===== config.mk =====
export PLATFORM = sky130hd
export DESIGN_NAME = fc_vec_collector
export DESIGN_NICKNAME = d
export VERILOG_FILES = /design/src/rtl/fc_vec_collector.sv
export SDC_FILE = /design/constraint.sdc
export NUM_CORES = 2
export LEC_CHECK = 0
export ABC_AREA = 0
export ABC_CLOCK_PERIOD_IN_PS = 7050
export BUFFER_PORTS_ARGS = -buffer_cell sky130_fd_sc_hd__buf_2
export CAP_MARGIN = 5
export CORE_AREA = 2 2 403 405
export CTS_CLUSTER_DIAMETER = 200
export CTS_CLUSTER_SIZE = 40
export DETAILED_ROUTE_END_ITERATION = 6
export DIE_AREA = 0 0 405 407
export PLACE_DENSITY_LB_ADDON = 0.3
export SLEW_MARGIN = 10
export SYNTH_ARGS = -nofsm -noshare
export SYNTH_HDL_FRONTEND = slang
export SYNTH_SLANG_ARGS = --single-unit

===== constraint.sdc =====
create_clock -name clk -period 7.05 [get_ports clk]
set_input_delay 0.705 -clock clk [delete_from_list [all_inputs] [get_ports clk]]
set_output_delay 0.705 -clock clk [all_outputs]
set_load 0.02 [all_outputs]

===== src/rtl/fc_vec_collector.sv =====
// fc_vec_collector: assembles a byte-serial activation stream into
// IN-element vectors using a two-bank ping-pong buffer.
//
// Ports:
//   clk, rst_n  - rising-edge clock, synchronous active-low reset
//   in_data     - activation element, index = arrival order in frame
//   in_valid    - in_data valid
//   in_last     - final element of a frame
//   in_ready    - collector accepts a beat this cycle
//   x           - assembled vector, x[0] = first beat of frame
//   vec_valid   - x holds a complete frame
//   vec_ready   - consumer has taken x
//   err_len     - one-cycle pulse on a frame-length error
//   wr_idx      - element index currently being filled
module fc_vec_collector #(
    parameter int WIDTH = 8,
    parameter int IN    = 128,
    localparam int CW   = $clog2(IN)
) (
    input  logic             clk,
    input  logic             rst_n,
    input  logic [WIDTH-1:0] in_data,
    input  logic             in_valid,
    input  logic             in_last,
    output logic             in_ready,
    output logic [WIDTH-1:0] x [0:IN-1],
    output logic             vec_valid,
    input  logic             vec_ready,
    output logic             err_len,
    output logic [CW-1:0]    wr_idx
);

    localparam logic [CW-1:0] LAST_IDX = CW'(IN - 1);

    logic [WIDTH-1:0] bank [0:1][0:IN-1];
    logic [1:0]       full;
    logic             wr_sel;
    logic             rd_sel;
    logic [CW-1:0]    wr_cnt;

    logic accept;
    logic release_vec;

    assign in_ready    = !full[wr_sel];
    assign vec_valid   = full[rd_sel];
    assign wr_idx      = wr_cnt;
    assign accept      = in_valid && in_ready;
    assign release_vec = vec_valid && vec_ready;

    always_comb begin
        for (int i = 0; i < IN; i++) begin
            x[i] = bank[rd_sel][i];
        end
    end

    // The write bank is never full when set and the read bank is always
    // full when cleared, so the two flag updates below never collide.
    always_ff @(posedge clk) begin
        if (!rst_n) begin
            for (int b = 0; b < 2; b++) begin
                for (int i = 0; i < IN; i++) begin
                    bank[b][i] <= '0;
                end
            end
            full    <= 2'b00;
            wr_sel  <= 1'b0;
            rd_sel  <= 1'b0;
            wr_cnt  <= '0;
            err_len <= 1'b0;
        end else begin
            err_len <= 1'b0;
            if (accept) begin
                bank[wr_sel][wr_cnt] <= in_data;
                if (wr_cnt == LAST_IDX) begin
                    // Full-length frame is committed even without in_last.
                    full[wr_sel] <= 1'b1;
                    wr_sel       <= !wr_sel;
                    wr_cnt       <= '0;
                    err_len      <= !in_last;
                end else if (in_last) begin
                    // Short frame: drop it and refill the same bank.
                    wr_cnt  <= '0;
                    err_len <= 1'b1;
                end else begin
                    wr_cnt <= wr_cnt + CW'(1);
                end
            end
            if (release_vec) begin
                full[rd_sel] <= 1'b0;
                rd_sel       <= !rd_sel;
            end
        end
    end

endmodule


==> impl_metrics.tcl <==
set metrics [dict create \
    top_layer "met5" \
    root_buffer "clkbuf_16" \
    cts_tree "yes" \
    htree_levels 2 \
    dp_hpwl_microns 190800 \
    fin_crit_ns 5.422 \
    vias 51029 \
    grt_pass1_vias 47549 \
    status "finished, final reports clean" \
    hold_path.class "input port to register" \
    finalSetupTns_ns 0 \
    ys_ff_latch 2061 \
    clk_pin_slew_ns 0.14 \
    synth.distinct_cells 63 \
    holdPathStages 2 \
    syn_nets 5184 \
    core_area_sq_um 160200 \
    wl_met3_microns 31880 \
    synth.most_common_cell "edfxtp_1" \
    skew_ns 0.03504 \
    worstMarginPinSlew_ns 1.269 \
    reg2reg_from "wr_idx[5]" \
    synth_edf_count 2048 \
    drv_slew 0 \
    cts_resized 0 \
    cts_buffers 57 \
    antenna_found_initial 29 \
    worst_ep_required_time_ns 7.31 \
    totalWireLength_microns 284300 \
    viasPerCell 6.157 \
    hold_ws_ns 0.1889 \
    ys_async_sr_fraction 0 \
    drt_iter0_drc 7403 \
    drive_gt1_frac 0.3809 \
    final_antenna_net_count 0 \
    syn-cell-area_sq_um 82340 \
    clk_path_buf_depth 3 \
    met2_length_microns 132600 \
    yosys.area.top_type "edfxtp_1" \
    power.density_nw_per_um2 239.4 \
    syn_area_per_cell_sq_um 15.93 \
    yosysTopAreaCellShare 0.7469 \
    fp.dieH_microns 407 \
    postCtsSetupRepairBufs 0 \
    worst_r2r_path_depth 10 \
    crit_fanout 87 \
    dieWidth_microns 405 \
    initial_utilization 0.5140 \
    rsz0062_at_grt "false" \
    synthCells 5170 \
    hp-start "vec_ready" \
    port_buffers 1046 \
    fillCellCount 12438 \
    ctsHoldBuffers 0 \
    dieArea_sq_um 164800 \
    clk_latency_ns 0.76 \
    slew_headroom 0.1450 \
    wl_met1_microns 103700 \
    setup_violations 0 \
    first_pass_iters 6 \
    grt_pass1_wl_microns 379500 \
    overflow 0 \
    fin_crit_sh 0.7691 \
    worst-setup-path-type "register to register" \
    drcViolationCount 0 \
    fmax_ghz 0.1844 \
    crit_arrival_ns 5.68 \
    clkSinkCount 2061 \
    hold_viol 0 \
    final_nets 6099 \
    r2r-end "bank[1][662]" \
    ir_drop_mv 0.2595 \
    startpoint_type "register" \
    grt_use_total 0.3347 \
    cp-end-kind "register" \
    area_growth_pct 12.02 \
    wl_per_cell_microns 34.31 \
    synth-seq-area-share 0.7500 \
    yosys_warnings 0 \
    grt_max_degree 156 \
    ios 1047 \
    final_core_util 0.5758 \
    synth_area_leaders "edfxtp_1 (75%), mux2_2 (14%), nor2_1 (4.7%)" \
    placement_rows 147 \
    reg2reg_slack_ns 1.63 \
    cap_viol_max_count 0 \
    routabilityCongestion 0.9316 \
    ys_top_cells_by_count "edfxtp_1 (2048), mux2_2 (1026), nor2_1 (1025), clkbuf_1 (275), o21ai_0 (251)" \
    cellLeakagePower_nw 32.22 \
    ys.flop_type "edfxtp_1" \
    p_total_mw 22.09 \
]
placed cells by master (no fill, tap or decap), drive strengths merged, types with 3 or more instances in the layout:
| master | n |
|---|---|
| o22ai | 4 |
| a32oi | 3 |
| nor4 | 4 |
| o21ai | 253 |
| a211oi | 55 |
| edfxtp | 2048 |
| nand2b | 9 |
| dfxtp | 13 |
| or3 | 4 |
| nand4 | 5 |
| xor2 | 5 |
| a2111oi | 3 |
| nand3 | 27 |
| o31ai | 17 |
| inv | 10 |
| clkbuf | 94 |
| o2111ai | 3 |
| nor2 | 1025 |
| or4 | 4 |
| diode | 6 |
| a21boi | 8 |
| nand2 | 208 |
| buf | 1202 |
| o311ai | 3 |
| a21oi | 18 |
| a31oi | 5 |
| nor3 | 10 |
| nor2b | 13 |
| mux2 | 1026 |
| xnor2 | 6 |
| and2 | 5 |
| a311oi | 4 |
| o41ai | 3 |
kinds of logic after synthesis:
family	Yosys count	share of synthesized area
simple gates	1321	0.06265
fa+ha+maj	1	0.0001519
compound gates	394	0.02822
flops	2061	0.7500
xor+xnor	11	0.001170
mux	1027	0.1404
buf+inv	355	0.01735
sequential cells by signal, indices dropped and copies added (netlist names), named ones only:
name	flops
wr_sel	1
bank	2048
full	2
wr_idx	7
rd_sel	1
err_len	1
how the worst max path moves through the flow:
stage / start / to / slack, ns / depth (start not counted)
floorplan: rst_n / bank[1][0] / 0.74 / 10
global placement: wr_idx[5] / bank[1][895] / 1.52 / 10
detailed placement: wr_idx[5] / bank[1][895] / 1.95 / 10
CTS: wr_idx[5] / bank[1][823] / 1.90 / 10
global route: wr_idx[5] / bank[1][353] / 1.71 / 10
finish: wr_idx[5] / bank[1][662] / 1.63 / 10
through the flow:
step | cell area, sq um | instances | worst slack, ns
global route | 92230 | 8282 | 1.707
CTS | 92210 | 8282 | 1.903
finish | 92240 | 8288 | 1.628
detailed placement | 90580 | 8186 | 1.950
global placement | 90530 | 8183 | 1.520
floorplan | 82340 | 5170 | 0.7424
worst max-delay path, stage by stage (launching register included):
cell and delay [ns]:
dfxtp_1 1.05, nor2b_1 0.42, nand3_1 0.19, buf_4 0.30, o22ai_1 0.20, a32o_1 0.24, or4_4 0.52, o21ai_4 0.65
buf_4 0.59, a21boi_4 0.13, buf_12 0.21
final cells by class:
type                       count  area, sq um  share of cell area
clock buffer                  94         1608             0.01743
tap                         2160         2703             0.02930
timing repair buffer        1202         6699             0.07262
clock inverter                 2        28.78           0.0003120
antenna                        6        15.01           0.0001628
inverter                       9        33.78           0.0003662
sequential                  2061        61760              0.6696
multi-input combinational   2754        19390              0.2102
power by group:
part / internal [mW] / switching (mW) / leakage, nW
Clock: 1.60 / 3.49 / 0.783
Combinational: 0.513 / 1.73 / 10.7
Sequential: 14.5 / 0.222 / 20.8
Total: 16.6 / 5.44 / 32.2
per-layer routing:
layer,up-vias,GRT usage
met5,-,0
met4,22,0.1614
met3,497,0.06532
met2,3537,0.5263
met1,26100,0.4507
li1,20873,-
No activity file was read; power rests on OpenSTA's default activity.
